**config.mk**
```make
export PLATFORM = sky130hd
export DESIGN_NAME = tuner_seq_ctrl
export DESIGN_NICKNAME = d
export VERILOG_FILES = /design/src/rtl/tuner_seq_ctrl.sv
export SDC_FILE = /design/constraint.sdc
export NUM_CORES = 1
export LEC_CHECK = 0
export CAP_MARGIN = 20
export CORE_MARGIN = 10
export CORE_UTILIZATION = 40
export CTS_CLUSTER_SIZE = 8
export DETAILED_ROUTE_END_ITERATION = 12
export HOLD_SLACK_MARGIN = 0.15
export PLACE_DENSITY = 0.86
export SETUP_SLACK_MARGIN = 0.2
export SLEW_MARGIN = 0
export SYNTH_ARGS = -nofsm -noshare
export SYNTH_HDL_FRONTEND = slang
export SYNTH_SLANG_ARGS = --single-unit
```
**constraint.sdc**
```tcl
create_clock -name clk_i -period 4.1 [get_ports clk_i]
set_input_delay 0.82 -clock clk_i [delete_from_list [all_inputs] [get_ports clk_i]]
set_output_delay 0.82 -clock clk_i [all_outputs]
set_load 0.02 [all_outputs]
```
**src/rtl/tuner_seq_ctrl.sv**
```systemverilog
// tuner_seq_ctrl: top-level sequencer for the tuner datapath.
// Each measurement frame runs capture -> pitch analysis -> display -> hold,
// and repeats while enable_i is high. The block also owns the single-port
// sample RAM and hands it to the capture writer or to the analysis reader.
// Optional feature macro: WATCHDOG_EN adds a timeout on CAPTURE and ANALYZE
// that raises a sticky err_o and drops the frame back to IDLE.
//
// Handshake semantics (both sides):
//   cap_start_o is a level that stays high from the cycle after CAPTURE entry
//   until the cycle after cap_done_i is seen; cap_done_i is a 1-cycle pulse
//   that only counts in CAPTURE. ana_start_o is a 1-cycle pulse on the first
//   ANALYZE cycle; ana_done_i is a 1-cycle pulse that only counts in ANALYZE.
module tuner_seq_ctrl #(
  parameter int ADDR_W      = 11,
  parameter int DATA_W      = 10,
  parameter int NOTE_W      = 3,
  parameter int HOLD_CYC    = 262144,
  parameter int TIMEOUT_CYC = 2097152
) (
  input  logic              clk_i,
  input  logic              rst_i,
  input  logic              enable_i,
  output logic              cap_start_o,
  input  logic              cap_done_i,
  input  logic              cap_we_i,
  input  logic [ADDR_W-1:0] cap_addr_i,
  input  logic [DATA_W-1:0] cap_data_i,
  output logic              ana_start_o,
  input  logic              ana_done_i,
  input  logic [ADDR_W-1:0] ana_addr_i,
  input  logic [NOTE_W-1:0] ana_note_i,
  input  logic [DATA_W-1:0] ana_value_i,
  output logic              mem_we_o,
  output logic [ADDR_W-1:0] mem_addr_o,
  output logic [DATA_W-1:0] mem_wdata_o,
  output logic [NOTE_W-1:0] disp_note_o,
  output logic [DATA_W-1:0] disp_value_o,
  output logic              busy_o,
  output logic              err_o,
  output logic [1:0]        state_o
);

  typedef enum logic [1:0] {
    S_IDLE    = 2'd0,
    S_CAPTURE = 2'd1,
    S_ANALYZE = 2'd2,
    S_HOLD    = 2'd3
  } state_t;

  // Hold counter is wide enough for HOLD_CYC-1; expiry is on its last value.
  localparam int          HOLD_W    = (HOLD_CYC > 1) ? $clog2(HOLD_CYC) : 1;
  localparam logic [HOLD_W-1:0] HOLD_LAST = HOLD_W'(HOLD_CYC - 1);

  state_t              state_q, state_d;
  logic                cap_start_q, cap_start_d;
  logic                ana_start_q, ana_start_d;
  logic [NOTE_W-1:0]   disp_note_q, disp_note_d;
  logic [DATA_W-1:0]   disp_value_q, disp_value_d;
  logic [HOLD_W-1:0]   hold_cnt_q, hold_cnt_d;

`ifdef WATCHDOG_EN
  localparam int        WD_W    = (TIMEOUT_CYC > 1) ? $clog2(TIMEOUT_CYC) : 1;
  localparam logic [WD_W-1:0] WD_LAST = WD_W'(TIMEOUT_CYC - 1);

  logic                err_q, err_d;
  logic [WD_W-1:0]     wd_cnt_q, wd_cnt_d;
  logic                wd_expired;

  // Timeout fires on the TIMEOUT_CYC-th waiting cycle without a done pulse.
  assign wd_expired = (wd_cnt_q == WD_LAST);
  assign err_o      = err_q;
`else
  assign err_o      = 1'b0;
`endif

  // Next-state and next-output logic for the frame sequencer.
  always_comb begin
    state_d      = state_q;
    cap_start_d  = 1'b0;
    ana_start_d  = 1'b0;
    disp_note_d  = disp_note_q;
    disp_value_d = disp_value_q;
    hold_cnt_d   = '0;
`ifdef WATCHDOG_EN
    err_d        = err_q;
    wd_cnt_d     = '0;
`endif
    case (state_q)
      S_IDLE: begin
        if (enable_i) state_d = S_CAPTURE;
      end
      S_CAPTURE: begin
        if (cap_done_i) begin
          state_d     = S_ANALYZE;
          ana_start_d = 1'b1;
        end else begin
          cap_start_d = 1'b1;
`ifdef WATCHDOG_EN
          if (wd_expired) begin
            state_d     = S_IDLE;
            cap_start_d = 1'b0;
            err_d       = 1'b1;
          end else begin
            wd_cnt_d = wd_cnt_q + 1'b1;
          end
`endif
        end
      end
      S_ANALYZE: begin
        if (ana_done_i) begin
          state_d      = S_HOLD;
          disp_note_d  = ana_note_i;
          disp_value_d = ana_value_i;
`ifdef WATCHDOG_EN
          err_d        = 1'b0;
        end else if (wd_expired) begin
          state_d = S_IDLE;
          err_d   = 1'b1;
        end else begin
          wd_cnt_d = wd_cnt_q + 1'b1;
`endif
        end
      end
      S_HOLD: begin
        if (hold_cnt_q == HOLD_LAST) begin
          state_d = enable_i ? S_CAPTURE : S_IDLE;
        end else begin
          hold_cnt_d = hold_cnt_q + 1'b1;
        end
      end
      default: state_d = S_IDLE;
    endcase
  end

  // State and registered outputs; reset overrides every event in the cycle.
  always_ff @(posedge clk_i) begin
    if (rst_i) begin
      state_q      <= S_IDLE;
      cap_start_q  <= 1'b0;
      ana_start_q  <= 1'b0;
      disp_note_q  <= '0;
      disp_value_q <= '0;
      hold_cnt_q   <= '0;
`ifdef WATCHDOG_EN
      err_q        <= 1'b0;
      wd_cnt_q     <= '0;
`endif
    end else begin
      state_q      <= state_d;
      cap_start_q  <= cap_start_d;
      ana_start_q  <= ana_start_d;
      disp_note_q  <= disp_note_d;
      disp_value_q <= disp_value_d;
      hold_cnt_q   <= hold_cnt_d;
`ifdef WATCHDOG_EN
      err_q        <= err_d;
      wd_cnt_q     <= wd_cnt_d;
`endif
    end
  end

  // Sample RAM port: writer owns it in CAPTURE, reader in ANALYZE, else parked.
  always_comb begin
    mem_we_o    = 1'b0;
    mem_addr_o  = '0;
    mem_wdata_o = '0;
    case (state_q)
      S_CAPTURE: begin
        mem_we_o    = cap_we_i;
        mem_addr_o  = cap_addr_i;
        mem_wdata_o = cap_data_i;
      end
      S_ANALYZE: begin
        mem_addr_o  = ana_addr_i;
      end
      default: ;
    endcase
  end

  assign cap_start_o  = cap_start_q;
  assign ana_start_o  = ana_start_q;
  assign disp_note_o  = disp_note_q;
  assign disp_value_o = disp_value_q;
  assign busy_o       = (state_q != S_IDLE);
  assign state_o      = state_q;

endmodule

```
Word-level counts from Yosys, hierarchy flattened --
Index checks and enable logic that the tools add are counted. W data, S select, Z words.
Storage, ports and cells: register bits after elaboration 35, latch bits 0, bits in writable memories 0, ROM bits 0, output and inout port bits 41, logic and storage cells 34, memories kept 0
Operators by class: add/subtract/negate cells 1, multiply operators 0, divide/modulo/power cells 0, order comparisons 0, equality and inequality tests 8, shift-type cells 0, muxes and demuxes 11, bitwise operators 2, reductions and logical operators 6
Operators with widths (number):
- $pmux W11 S2 | 1
- $add A18 B1 Y18 const B | 1
- $eq A18 B18 Y1 const B | 1
- $mux W10 | 1
- $mux W2 | 4
- $ne A2 B2 Y1 const B | 4
- $pmux W2 S4 | 1
- $eq A2 B2 Y1 const B | 2
- $mux W1 | 4
- $reduce_and A4 Y1 | 1
- $reduce_or A3 Y1 | 1
- $eq A2 B1 Y1 const B | 1
- $logic_not A2 Y1 | 1
- $not A1 Y1 | 2
- $reduce_and A2 Y1 | 1
- $reduce_bool A2 Y1 | 1
- $reduce_or A2 Y1 | 1

Longest topological paths before layout --
word-level depth 3, depth in mapped cells 8

Least setup slack after synthesis --
OpenSTA, ideal clock, no wires.
path kind reg2out, start register state_q[0], in the netlist state_o[0], end output port mem_addr_o[0], arrival 1.506 ns, data required time 3.280 ns, path slack 1.774 ns, stages on the path, launching flop included 6, cells stage by stage dfxtp_1 > inv_1 > ha_1 > clkbuf_1 > a22oi_1 > nor2b_1
Between the ends: word-level cells in the longest chain between the ends 2, elaborated cells on any way between the ends 3, classes of those cells eq/ne (2); mux (1)
RTL lines:
- start: declaration | RTL line 54 | state_t state_q, state_d;
- start signal: assignment | RTL line 149 | state_q <= state_d;
- $eq A2 B2 Y1 or $eq A2 B1 Y1 (tied branches) | RTL line 167 | case (state_q)
- $pmux W11 S2 * | RTL line 167
- end: declaration | RTL line 34 | output logic [ADDR_W-1:0] mem_addr_o,
Mark *: on every way between the ends. The rest lies on a longest branch, timed or not.

Final worst setup path --
start register state_q[1], in the netlist state_o[1], end output port mem_addr_o[3]
The elaborated chain is that of the path after synthesis.

==> out/metrics.cfg <==
[cts]
cts_tree=built
cts.clk_slew.worst_paths_ns=0.07
cts_made_buffers=5
post-cts-setup-buffers=0
cts_resized=0
clk_path_buf_depth=2
cts_sinks=35
htree_levels=2
ctsHoldBuffers=0
clock_latency_ns=0.29
cts_root_buf=clkbuf_8

[job]
maxCapViolations=0

[sta]
hold_viol_final=0
drv_slew=0
tns_ns=0
rsz0062_at_grt=false
setup-violations-final=0
slew_headroom_pct=54.5
worst_clock_skew_ns=0.00675
clock.fmax_mhz=318
finalCriticalPeriod_ns=3.14
timing.final.crit_share_pct=76.6
worst_pin_slew_ns=0.683

[critical_path]
reg2regPathDepth=7
crit_buf_inv=2
end_kind=output port
path_class=reg2out
crit_fanout=23
crit_chain=inv_1, ha_1, a22oi_1, nor2b_1, clkdlybuf4s50_1
critPathArrivalTime_ns=2.32
slowest_delay_ns=0.62
crit_family=buffers and inverters
rr_endpoint=state_o[0]
crit_required_ns=3.28
rrSetupSlack_ns=2.07
worstSetupStartpointType=flip-flop
reg2reg_from=state_o[1]
cp_slowest_cell=clkdlybuf4s50_1

[hold_path]
hold_depth=2
hold_start=disp_value_o[7]
hold_path_class=reg2reg
worstHoldEndpoint=disp_value_o[7]

[route]
drt_iter0_markers=43
drt-pass1-iter-count=4
ant_nets=0
viasPerCell=4.77
drcViolationCount=0
route.vias.total=1644
wirelength_mm=5.00
wl_per_cell_um=14.5

[floorplan]
core_mm2=0.00409
die-area_mm2=0.00733
die_h_um=85.6
row_count=23
ios=92
die_w_um=85.6
start_util_pct=42.2

[global_routing]
grt_pass1_vias=1700
grtUsageTotal_pct=13.4
grt_max_degree=24
grt_pass1_wl_mm=8.04
antenna_found_initial=0
grt-ovfl-total=0

[place]
dp_hpwl_mm=4.00
place_congestion=0.777
io_buffers=90

[power_and_ir_drop]
p_leak_nw=0.967
ir_drop_mv=0.275
power.density_mw_per_mm2=507

[cells_and_area]
seq_area_um2=701
layout_commonest_cell=clkdlybuf4s50_1
syn_to_final_growth_pct=60.7
fin_nets=351
final_util_pct=67.8
nFillCells=333
multi_input_area_um2=950
drive_gt1_share_pct=4.07
final_cell_mix=clkdlybuf4s50_1 (90), nand2_1 (35), dfxtp_1 (35)
antenna_cells=0

[synthesis]
yosys_warnings=0
avgSynthCellArea_um2=8.28
synth_seq_cells=35
synth.distinct_cells=32
syn_nets=265
synthesis.instances=208
synth_area_mm2=0.00172
ys_seq_area_share_pct=40.7

[outcome]
status=finished clean

report_power, final:
part | internal [mW] | switching [mW]
Sequential | 0.367 | 0.0219
Clock | 0.242 | 0.126
Combinational | 0.313 | 0.334
sequential cells by signal, indices dropped and copies added (netlist names):
register / cells
ana_start_o: 1
hold_cnt_q: 18
cap_start_o: 1
disp_note_o: 3
state_o: 2
disp_value_o: 10
worst max path at each step:
| stage | from | to | cells after the start |
|---|---|---|---|
| after global routing | state_o[1] | mem_addr_o[4] | 5 |
| final | state_o[1] | mem_addr_o[3] | 5 |
| after floorplan | state_o[0] | mem_addr_o[0] | 5 |
| after detailed placement | ana_addr_i[4] | mem_addr_o[4] | 4 |
| after global placement | ana_addr_i[5] | mem_addr_o[5] | 4 |
| after CTS | state_o[1] | mem_addr_o[3] | 5 |
logic make-up after synthesis:
| kind of cell | synth area share [%] |
|---|---|
| buffers and inverters | 4.21 |
| multiplexers | 0.581 |
| XOR/XNOR | 8.13 |
| AND/OR/NAND/NOR | 30.8 |
| other | 0.218 |
| AO/OA/AOI/OAI | 11.0 |
| adder cells (fa/ha/maj) | 4.36 |
| flip-flops | 40.7 |
cell usage after synthesis:
library cell,instances,area share [%]
ha_1,6,4.4
and3_2,1,0.44
dfxtp_1,35,41
inv_1,5,1.1
nand2_1,35,7.6
a21oi_1,14,4.1
and2_1,14,5.1
nor3_4,1,0.94
nand4_1,1,0.36
buf_6,1,0.65
and4_1,3,1.5
o21ai_0,1,0.29
clkbuf_2,1,0.29
a22oi_1,11,4.8
xnor2_1,6,3.1
o21a_1,1,0.44
nand2b_1,5,1.8
conb_1,1,0.22
o221ai_1,1,0.51
nor3_1,3,0.87
nand3_1,4,1.2
clkbuf_1,8,1.7
a211oi_1,1,0.44
buf_4,1,0.44
nand3_4,1,1.0
nor3b_1,1,0.44
mux2i_1,1,0.58
nor2_1,22,4.8
a31o_1,1,0.51
xor2_1,10,5.1
nor2b_1,11,4.0
nand4_2,1,0.73
per-layer routing:
| metal | GRT usage (%) | vias to the layer above | wire length, um | share of wire [%] |
|---|---|---|---|---|
| li1 | - | 850 | - | - |
| met1 | 13.1 | 750 | 1920 | 38 |
| met2 | 23.5 | 36 | 2580 | 52 |
| met3 | 7.19 | 8 | 445 | 8.9 |
| met4 | 4.94 | 0 | 61 | 1.2 |
| met5 | 0 | - | 0 | 0 |
stage by stage:
step	instance area, um2	worst slack [ns]	instances	hold WS, ns	power, mW
2_1_floorplan	1720	1.77	208	0.418	0.768
4_1_cts	2770	0.916	345	0.455	1.42
6_report	2770	0.959	345	0.455	1.40
3_3_place_gp	2630	1.16	337	0.430	1.04
3_5_place_dp	2630	1.13	337	0.446	1.05
5_1_grt	2770	0.769	345	0.478	1.48
cell type report:
type | count | share of cell area (%)
Timing Repair Buffer | 90 | 32.5
Inverter | 5 | 0.678
Tap cell | 50 | 2.26
Multi-Input combinational cell | 157 | 34.3
Sequential cell | 35 | 25.3
Clock inverter | 3 | 2.44
Clock buffer | 5 | 2.49
tightest hold or removal path, cell delays in order (launching register included):
cell     delay, ns
dfxtp_1       0.31
nand2_1       0.05
a21oi_1       0.05
No activity file was read; power rests on OpenSTA's default activity.
